`src/rtl/neo_frame_sequencer.sv`:
```
// neo_frame_sequencer: replays a double-buffered NeoPixel frame into the strand
// controller load interface, then requests a send. Supports single-shot, auto
// refresh and chase (per-frame rotation of the pixel mapping).
module neo_frame_sequencer #(
    parameter int NUM_PIXELS   = 5,
    parameter int FRAME_PERIOD = 1000
) (
    input  logic        clock,
    input  logic        reset,
    input  logic        wr_en,
    input  logic [2:0]  wr_pixel,
    input  logic [1:0]  wr_color,
    input  logic [7:0]  wr_level,
    input  logic        start,
    input  logic        auto_mode,
    input  logic        rotate,
    input  logic        ready_to_load,
    input  logic        ready_to_send,
    output logic [2:0]  pixel_index,
    output logic [1:0]  color_index,
    output logic [7:0]  color_level,
    output logic        load_color,
    output logic        send_it,
    output logic        busy,
    output logic        frame_done,
    output logic [15:0] frame_count
);
    localparam int HW = (FRAME_PERIOD > 1) ? $clog2(FRAME_PERIOD) : 1;
    localparam logic [2:0]    LAST_P = 3'(NUM_PIXELS - 1);
    // Pixel count folded to 3 bits; 8 pixels wraps to 0, which keeps the
    // modular offset arithmetic below correct for every legal size.
    localparam logic [2:0]    NP3    = 3'(NUM_PIXELS);
    localparam logic [HW-1:0] LAST_H = HW'(FRAME_PERIOD - 1);

    typedef enum logic [2:0] {S_IDLE, S_LOAD, S_SEND, S_WAIT, S_HOLD} state_t;

    state_t        state_q, state_d;
    logic [2:0]    p_q, p_d;
    logic [1:0]    c_q, c_d;
    logic [2:0]    offset_q, offset_d;
    logic          seen_low_q, seen_low_d;
    logic [HW-1:0] hold_q, hold_d;
    logic [15:0]   count_q, count_d;
    logic          copy;

    // Arrays sized for the 3-bit pixel index; entries at or above NUM_PIXELS
    // are never written and stay zero.
    logic [7:0] shadow_q [8][3];
    logic [7:0] active_q [8][3];

    logic       wr_ok;
    logic [2:0] thresh;
    logic [2:0] src_p;

    assign wr_ok  = wr_en && ({1'b0, wr_pixel} < 4'(NUM_PIXELS)) && (wr_color != 2'd3);
    // (p + offset) mod NUM_PIXELS without a wide adder: subtract the distance
    // to the wrap point when p has reached it.
    assign thresh = NP3 - offset_q;
    assign src_p  = (p_q >= thresh) ? (p_q - thresh) : (p_q + offset_q);

    assign busy        = (state_q != S_IDLE);
    assign frame_count = count_q;
    assign pixel_index = (state_q == S_LOAD) ? p_q : 3'd0;
    assign color_index = (state_q == S_LOAD) ? c_q : 2'd0;
    assign color_level = (state_q == S_LOAD) ? active_q[src_p][c_q] : 8'd0;

    // Next-state logic and handshake strobes for the frame sequencer.
    always_comb begin
        state_d    = state_q;
        p_d        = p_q;
        c_d        = c_q;
        offset_d   = offset_q;
        seen_low_d = seen_low_q;
        hold_d     = hold_q;
        count_d    = count_q;
        copy       = 1'b0;
        load_color = 1'b0;
        send_it    = 1'b0;
        frame_done = 1'b0;
        case (state_q)
            S_IDLE: begin
                if (start || auto_mode) begin
                    state_d = S_LOAD;
                    p_d     = 3'd0;
                    c_d     = 2'd0;
                    copy    = 1'b1;
                end
            end
            S_LOAD: begin
                if (ready_to_load) begin
                    load_color = 1'b1;
                    if (c_q == 2'd2) begin
                        c_d = 2'd0;
                        if (p_q == LAST_P) begin
                            p_d     = 3'd0;
                            state_d = S_SEND;
                        end else begin
                            p_d = p_q + 3'd1;
                        end
                    end else begin
                        c_d = c_q + 2'd1;
                    end
                end
            end
            S_SEND: begin
                if (ready_to_send) begin
                    send_it    = 1'b1;
                    seen_low_d = 1'b0;
                    state_d    = S_WAIT;
                end
            end
            S_WAIT: begin
                // The strand drops ready_to_load while shifting and latching;
                // its return marks the end of the frame.
                if (!ready_to_load) begin
                    seen_low_d = 1'b1;
                end else if (seen_low_q) begin
                    frame_done = 1'b1;
                    count_d    = count_q + 16'd1;
                    if (rotate) begin
                        offset_d = (offset_q == LAST_P) ? 3'd0 : offset_q + 3'd1;
                    end
                    hold_d  = '0;
                    state_d = auto_mode ? S_HOLD : S_IDLE;
                end
            end
            S_HOLD: begin
                if (hold_q == LAST_H) begin
                    if (auto_mode) begin
                        state_d = S_LOAD;
                        p_d     = 3'd0;
                        c_d     = 2'd0;
                        copy    = 1'b1;
                    end else begin
                        state_d = S_IDLE;
                    end
                end else begin
                    hold_d = hold_q + 1'b1;
                end
            end
            default: state_d = S_IDLE;
        endcase
        // No strobe may escape while reset is being applied.
        if (reset) begin
            load_color = 1'b0;
            send_it    = 1'b0;
            frame_done = 1'b0;
        end
    end

    // State, counters and frame buffers; a write coinciding with the copy
    // lands in shadow only because the copy reads the pre-edge shadow.
    always_ff @(posedge clock) begin
        if (reset) begin
            state_q    <= S_IDLE;
            p_q        <= 3'd0;
            c_q        <= 2'd0;
            offset_q   <= 3'd0;
            seen_low_q <= 1'b0;
            hold_q     <= '0;
            count_q    <= 16'd0;
            for (int i = 0; i < 8; i++) begin
                for (int j = 0; j < 3; j++) begin
                    shadow_q[i][j] <= 8'd0;
                    active_q[i][j] <= 8'd0;
                end
            end
        end else begin
            state_q    <= state_d;
            p_q        <= p_d;
            c_q        <= c_d;
            offset_q   <= offset_d;
            seen_low_q <= seen_low_d;
            hold_q     <= hold_d;
            count_q    <= count_d;
            if (copy) begin
                active_q <= shadow_q;
            end
            if (wr_ok) begin
                shadow_q[wr_pixel][wr_color] <= wr_level;
            end
        end
    end
endmodule

```
`config.mk`:
```
export PLATFORM = sky130hd
export DESIGN_NAME = neo_frame_sequencer
export DESIGN_NICKNAME = d
export VERILOG_FILES = /design/src/rtl/neo_frame_sequencer.sv
export SDC_FILE = /design/constraint.sdc
export NUM_CORES = 1
export LEC_CHECK = 0
export CORE_AREA = 2 2 167 169
export CTS_CLUSTER_DIAMETER = 100
export DETAILED_ROUTE_END_ITERATION = 6
export DIE_AREA = 0 0 169 171
export HOLD_SLACK_MARGIN = 0.05
export PLACE_DENSITY_LB_ADDON = 0.1
export SLEW_MARGIN = 20
export SYNTH_ARGS = -nofsm -noshare
export SYNTH_HDL_FRONTEND = slang
export SYNTH_SLANG_ARGS = --single-unit
```
`constraint.sdc`:
```
create_clock -name clock -period 5.1 [get_ports clock]
set_input_delay 1.53 -clock clock [delete_from_list [all_inputs] [get_ports clock]]
set_output_delay 1.53 -clock clock [all_outputs]
set_load 0.01 [all_outputs]
```
==> run metrics <==
status=complete, but fails checks; violated checks=design-rule violations; Worst R2R End=active_q[169]; register area=8457 um^2; Buffers & Inverters on Critical Path=9; Synthesis Warnings=0; WHS=0.4421 ns; Vias=13,940; Pwr Total=8.009 mW; per-cell routed wire length=18.59 um; Initial DRT Pass Iterations=7; CORE AREA=27,320 um^2; share of layout cells above drive strength 1=12.16%; filler cell count in the final layout=2,212; Post-synth EDFFs=0; Leak=7.019 nW; met2 wire len=20,380 um; Die X=169 um; sequential fraction of the synthesis area=51.69%; Slew Limit Headroom=28.49%; Hold-fix buffers, CTS=0; hold path endpoint=active_q[48]; post-route ant nets=0; Crit path depth=15; Post-Layout Cell Count=2,393; max-slew violations=0; # rows=61; Diodes inserted=0; initial antenna violation count=0; area of the multi-input gates=7656 um^2; Post-synth top cells=nand2_1, dfxtp_1, a21oi_1; Worst path slowest cell=fa_2; GRT Util Overall=30.08%; Clock Pin Slew Worst Setup and Hold Paths=0.06 ns; HPWL after detailed placement=27,980 um; vias per cell=5.826; endpoints failing hold=0; CP Class=flip-flop to primary output; Worst R2R Path Depth=8; ys flop type=dfxtp_1; Initial Util=59.81%; Worst VDD drop=0.3083 mV; GPL Wtd Cong=0.9137; P per Cell Area=410.6 nW/um^2; Layout Skew=0.01769 ns; Mapped Cells=1,959; DRC violations left=5; CTS Sinks=422; CTS tree=done; Max stage delay on crit path=0.47 ns; Met3 Routed Length=3199 um; average size of a mapped cell=8.343 um^2; Synth top area share=51.69%; Num CTS Buffers=44; final setup violation count=0; CP top delay family=buffers and inverters; DRT iter0 DRCs=1,775; fin crit share=98.49%; routed wire length=44,480 um; RSZ-0062 raised after global routing=true; synthesized netlist net count=1,992; crit path max fanout=4; CP Launch Type=flip-flop; CP required=3.57 ns; die height=171 um; Slew @ Worst Pin=1.069 ns; clock latency on the worst-skew pair=0.54 ns; crit path DAT=3.49 ns; Longest Clk Path Bufs=3; Cell Area, Synth=16,340 um^2; max layer used=met4; RR Startpoint=hold_q[0]; f_max=199.1 MHz; most frequent cell after synthesis=nand2_1; Post-Place Cells=2,284; IO Port Bufs=53; WL met1=19,820 um; area growth from synthesis to layout=19.36%; HP Class=flip-flop to flip-flop; cell accounting for the most synthesized area=dfxtp_1; largest net degree at the start of global routing=116; die area=28,900 um^2; CTS root buf=clkbuf_16; hold path startpoint=shadow_q[48]; post-synthesis sequential element count=422; Async SR Flop Fraction=0%; critical path capture point type=primary output; vias in the first global route=12,610; CP Cell Sequence=buf_4, inv_1, buf_4, fa_2, buf_6, nor2b_4, a21oi_4, buf_6, buf_4, buf_4, o22ai_2, or3_1, a311oi_2, buf_4, buf_4; MaxCap Viol Count=0; hold path cells=2; fin nets=2,048; R2R setup slack=2.54 ns; fin crit period=5.023 ns; IO Pins=54; synth top area cells=dfxtp_1, nand2_1, a21oi_1; global-route wire length before repair=69,030 um; GRT overflow=0; CP most frequent cell=buf_4; H-tree depth=2; Yosys cell types=60
## sequential cells by signal (all words and copies together), names as in the netlist
signal and cells:
active_q 192, shadow_q 192, p_q 3, state_q 3, frame_count 16, seen_low_q 1
hold_q 10, c_q 2, offset_q 3
## per-layer routing
layer  up-vias  track usage, %
met5         -               0
met4         0           9.439
met3        71           4.279
met2       489           48.20
met1      6611           42.28
li1       6771               -
## kinds of logic after synthesis
kind of cell,count (synthesis),synth area share (%)
AO/OA/AOI/OAI,392,13.78
XOR/XNOR,19,1.102
adder cells (fa/ha/maj),12,1.011
buffers and inverters,153,3.598
flip-flops,422,51.69
multiplexers,83,5.106
AND/OR/NAND/NOR,878,23.71
## power breakdown
| group | switching (mW) | internal (mW) | leakage (nW) |
|---|---|---|---|
| logic | 0.950 | 0.426 | 2.90 |
| clock network | 1.30 | 1.98 | 0.718 |
| registers | 0.0313 | 3.32 | 3.40 |
## stage by stage
| step | utilization [%] | TNS (ns) | worst slack [ns] | area (um^2) |
|---|---|---|---|---|
| 2_1_floorplan | - | 0 | 0.7003 | 16340 |
| 3_3_place_gp | 63.65 | 0 | 0.05861 | 17390 |
| 3_5_place_dp | 63.65 | -0.07033 | -0.03966 | 17390 |
| 4_1_cts | 70.39 | -0.3657 | -0.2324 | 19230 |
| 5_1_grt | 71.39 | -0.06046 | -0.02195 | 19510 |
| 6_report | 71.39 | 0 | 0.07676 | 19510 |
## cell type report
| type | instances | share of cell area, % |
|---|---|---|
| timing repair buffer | 149 | 7.267 |
| sequential | 422 | 43.35 |
| tap | 346 | 2.219 |
| clock inverter | 16 | 1.199 |
| inverter | 13 | 0.2501 |
| multi-input combinational | 1385 | 39.25 |
| clock buffer | 62 | 6.465 |
## timing repair
item / 4_1_cts / 5_1_grt
pin swaps: 17 / 26
endpoints found under the setup margin: 8 / 7
buffers inserted: 13 / 14
resized for setup: 52 / 48
cloned: 4 / 0
## worst max path at each step
stage,from,end
2_1_floorplan,p_q[0],color_level[2]
3_3_place_gp,offset_q[1],color_level[4]
3_5_place_dp,offset_q[1],color_level[4]
4_1_cts,offset_q[0],color_level[3]
5_1_grt,offset_q[1],color_level[4]
6_report,offset_q[1],color_level[4]
## worst min-delay path, stage by stage, from the launching register on
cell     delay, ns
dfxtp_1       0.30
nand2_1       0.05
a21oi_1       0.05
## layout by cell type (no fill, tap or decap), types with 7 or more instances in the layout
| cell | n |
|---|---|
| nand2_1 | 496 |
| dfxtp_1 | 419 |
| a21oi_1 | 268 |
| nor2_1 | 115 |
| buf_4 | 83 |
| nor2b_1 | 81 |
| mux2i_1 | 78 |
| nand3_1 | 78 |
| clkbuf_16 | 46 |
| clkdlybuf4s50_1 | 44 |
| o22ai_1 | 34 |
| a222oi_1 | 28 |
| nand4_1 | 17 |
| o21ai_0 | 15 |
| nor3_1 | 14 |
| xor2_1 | 14 |
| or3_1 | 14 |
| clkbuf_1 | 11 |
| inv_1 | 10 |
| ha_1 | 8 |
| a21oi_2 | 7 |
| buf_6 | 7 |
| buf_12 | 7 |
Power figures use the tool's default switching activity.
==> edit 1 (same flow settings) <==
Re-encode `state_t` (5 states) as one-hot, 5 bits wide.
--- a/src/rtl/neo_frame_sequencer.sv
+++ b/src/rtl/neo_frame_sequencer.sv
@@ -33,5 +33,5 @@
     localparam logic [HW-1:0] LAST_H = HW'(FRAME_PERIOD - 1);
 
-    typedef enum logic [2:0] {S_IDLE, S_LOAD, S_SEND, S_WAIT, S_HOLD} state_t;
+    typedef enum logic [4:0] {S_IDLE = 5'b00001, S_LOAD = 5'b00010, S_SEND = 5'b00100, S_WAIT = 5'b01000, S_HOLD = 5'b10000} state_t;
 
     state_t        state_q, state_d;
Check against the original RTL: same outputs for any inputs over 4 cycles, from zero or initial values and one cycle with reset high; so few cycles prove little.
==> edit 1 against the original RTL <==
  * Worst setup slack got worse by 66 ps
  * Count of clock-buffer cells in the layout increased by 3
  * Die area unchanged
  * Total power decreased by 12%
  * Synthesized area increased by 2.0%
  * Wire length decreased by 7.2%
  * Sequential cell count increased by 2
  * Design area decreased by 2.5%
==> edit 1: results (changes against the original RTL) <==
[run_status]
status=finished clean

[finish]
instances_no_fill=2297  ; -4.0%
final_nets=1954  ; -4.6%

[min_path]
worstHoldStart=shadow_q[8]
holdPathEnd=active_q[8]

[logic_synthesis]
synth_fp_nets=1932  ; -3.0%
synthTopCellsByArea=dfxtp_1 (51%), nand2_1 (10%), mux2i_1 (7.9%)
syn_avg_cell_area_um2=8.78  ; +5.2%
ys_types=67  ; +12%
ys_seq_area_frac=0.509  ; -0.00765

[setup_path]
ff2ff_setup_slack_ps=2330  ; -210 ps
r2r_start=hold_q[3]
crit_family=compound AO/OA/AOI/OAI gates
worstReg2RegEnd=active_q[158]
critPathMaxStageDelay_ps=560  ; +90 ps
reg2regPathDepth=7  ; -1

[place]
place_ws_ps=60.4  ; +100 ps
place.gp.congestion=0.897  ; -1.9%
postPlaceCellArea_um2=17400  ; +0.26%
placed_cells=2211  ; -3.2%
detailed_place_hpwl_mm=25.8  ; -7.7%

[sta]
max_slew.worst_pin.slew_ps=1030  ; -43.4 ps
skew_ps=6.22  ; -11.5 ps
hold_ws_ps=446  ; +3.96 ps

[power]
max-vdd-ir-drop_mv=0.307  ; -0.49%
cellLeakagePower_nw=7.17  ; +2.1%

[global_route]
grt_pass1_vias=12100  ; -4.0%
track_usage=0.281  ; -0.0199
grt_pass1_wl_mm=64.6  ; -6.4%

[cts]
numCtsBuffers=43  ; -2.3%

[route]
wl_per_cell_um=18.0  ; -3.3%
drt_iter0_drc=1323  ; -25%

edit 1: power by group:
part | switching, mW | total [mW] | leakage, nW | internal [mW]
registers | 0.0156 | 3.34 | 3.42 | 3.33
logic | 0.505 | 0.693 | 3.11 | 0.187
clock network | 1.25 | 2.97 | 0.646 | 1.72
total | 1.77 | 7.01 | 7.17 | 5.24
edit 1: area by class of cell:
type / instances / area, um^2
clock buffer: 65 / 1240
fill: 2160 / 8310
sequential: 424 / 8490
clock inverter: 10 / 83.8
timing repair buffer: 104 / 1110
inverter: 9 / 36.3
multi-input combinational: 1339 / 7630
tap: 346 / 433
edit 1: kinds of logic (layout without fill, tap and decap cells):
kind of cell,count (synthesis),in the layout,share of synthesized area
xor gates and xnor gates,22,22,0.0116
muxes,131,131,0.0787
AOI/OAI and AO/OA,358,358,0.136
adders and majority gates,12,12,0.00991
and+or+nand+nor,816,816,0.213
buffers and inverters,136,188,0.0419
DFF,424,424,0.509
edit 1: metal layers:
| metal | wire length [um] | GRT usage | share of wire |
|---|---|---|---|
| met1 | 18900 | 0.401 | 0.46 |
| met2 | 18600 | 0.439 | 0.45 |
| met3 | 2680 | 0.0405 | 0.065 |
| met4 | 1110 | 0.0974 | 0.027 |
| met5 | 0 | 0 | 0 |
edit 1: worst max-delay path by stage:
stage                     slack (ps)         from              to  depth (start not counted)
after floorplan                  800       p_q[0]  color_level[1]                         12
after global placement           110  offset_q[0]  color_level[5]                         10
after detailed placement          60  offset_q[0]  color_level[5]                         11
after CTS                       -170  offset_q[0]  color_level[5]                         13
after global routing             -70       p_q[0]  color_level[5]                         13
final                             10       p_q[0]  color_level[5]                         13
edit 1: what timing repair did:
action,4_1_cts,5_1_grt
gates resized for setup,27,24
endpoints found under the setup margin,8,8
pin swaps,7,15
cloned,2,0
buffers inserted,5,4
==> edit 2 (same flow settings) <==
Without the edit above. `FRAME_PERIOD`: 1000 -> 4000.
--- a/src/rtl/neo_frame_sequencer.sv
+++ b/src/rtl/neo_frame_sequencer.sv
@@ -4,5 +4,5 @@
 module neo_frame_sequencer #(
     parameter int NUM_PIXELS   = 5,
-    parameter int FRAME_PERIOD = 1000
+    parameter int FRAME_PERIOD = 4000
 ) (
     input  logic        clock,
Behaviour: same outputs for any inputs over 4 cycles, from zero or initial values and one cycle with reset high; that may be too few to reach the edited logic, so the function may still have changed.
==> edit 2 against the original RTL <==
  * The flow still finishes with violations (design-rule violations)
  * Count of clock-buffer cells in the layout up 3
  * Sequential cell count increased by 2
  * First-iteration DRC count fell by 11%
  * Die area is the same
  * Combinational power up 24%
  * Via count up 9.5%
  * Global-route usage grew 2.4 points
  * Synthesized area rose by 7.2%
  * Wire length rose by 7.8%
  * Hold slack better by 3.6 ps
  * Total power rose by 2.0%
  * Worst setup slack got worse by 34 ps
  * Design area increased by 4.7%
==> edit 2: results (changes against the original RTL) <==
[power]
seq_power_mw=3.40  ; +1%
power.density_nw_per_um2=400  ; -2.6%
p_comb_mw=1.71  ; +24%
p_sw_frac=0.312  ; +0.0282
cellLeakagePower_nw=7.27  ; +3.6%
max-vdd-ir-drop_mv=0.347  ; +13%

[cts]
cts-root-buf=clkbuf_16
htree_levels=2  ; unchanged
clk_pin_slew_ps=60  ; about the same

[global_route]
grt_max_degree=222  ; +91%
grt_pass1_wl_mm=75.0  ; +8.6%
grt_pass1_vias=13900  ; +10%
track_usage=0.325  ; +0.0238
antenna_found_initial=0  ; unchanged

[setup_path]
critPathMaxStageDelay_ps=630  ; +160 ps
r2r_start=state_q[0]
path_max_fanout=9  ; +5
worstReg2RegEnd=frame_count[12]
ff2ff_setup_slack_ps=2450  ; -90 ps
worstSetupEndpoint=color_level[0]
startpoint=p_q[0]
reg2regPathDepth=7  ; -1
cp_slowest_cell=fa_2
crit_arrival_ps=3530  ; +40 ps

[route]
wl_per_cell_um=19.1  ; +2.7%
drt_iter0_drc=1576  ; -11%
via_per_inst=6.08  ; +4.3%
routed_wl_mm=47.9  ; +7.8%
drc=15  ; +10

[sta]
max_freq_mhz=198  ; -0.68%
hold_ws_ps=446  ; +3.57 ps
max_slew.worst_pin.slew_ps=1130  ; +65.5 ps
skew_ps=15.0  ; -2.67 ps

[logic_synthesis]
syn_avg_cell_area_um2=8.37  ; +0.37%
synth_fp_nets=2125  ; +6.7%
synth_compound_area_frac=0.163  ; +0.0250
synth_adder_area_share=0.00943  ; -0.000677
ys_seq_area_frac=0.485  ; -0.0323
synthArstFlopShare=0  ; unchanged
synthTopCellsByArea=dfxtp_1 (48%), nand2_1 (10%), a21oi_1 (8.4%)
synth-xor-area-share=0.0125  ; +0.00148
synthTopCellsByCount=nand2_1 (487), dfxtp_1 (424), a21oi_1 (293)
synth.area.mux_share=0.0716  ; +0.0205
ys_types=69  ; +15%

[place]
place_ws_ps=-58.2  ; -18.6 ps
detailed_place_hpwl_mm=30.3  ; +8.2%
placed_cells=2407  ; +5.4%
postPlaceCellArea_um2=18500  ; +6.3%
place.gp.congestion=0.975  ; +6.7%

[finish]
drive_gt1_frac=0.120  ; -0.00201
final_nets=2168  ; +5.9%
fillers=2060  ; -6.9%
fin_util=0.748  ; +0.0336

[min_path]
holdPathEnd=active_q[22]
worstHoldStart=shadow_q[22]

[run_status]
violations=design-rule violations
status=finished with violations

==> edit 2: cell types whose count changed after synthesis, sizes merged, moves of 17 or more <==
cell / change
nand2: -17
a222oi: -25
mux2i: +25
nor2: +17
clkbuf: -31
a21oi: +23
a22oi: +36
a22o: +20
buf: +43
==> edit 2: cell type report <==
type	instances	share of cell area
clock buffers	65	0.0627
flip-flops and latches	424	0.416
repair buffers	149	0.0709
inverters	14	0.00282
clock inverters	11	0.00533
multi-input cells	1502	0.421
well taps	346	0.0212
==> edit 2: kinds of logic after synthesis <==
group,Yosys count
fa+ha+maj,12
simple gates,874
buf+inv,166
flops,424
mux,123
compound gates,468
xor+xnor,25
==> edit 2: metal layers <==
metal / global-route usage / routed length, um
met1: 0.458 / 21500
met2: 0.503 / 21300
met3: 0.0569 / 3600
met4: 0.116 / 1610
met5: 0 / 0
==> edit 2: what timing repair did <==
item	in CTS	in global routing
setup buffers	16	13
endpoints found under the setup margin	8	8
pin swaps	27	26
gates resized for setup	54	44
endpoints found under the hold margin	0	0
cloned	2	0
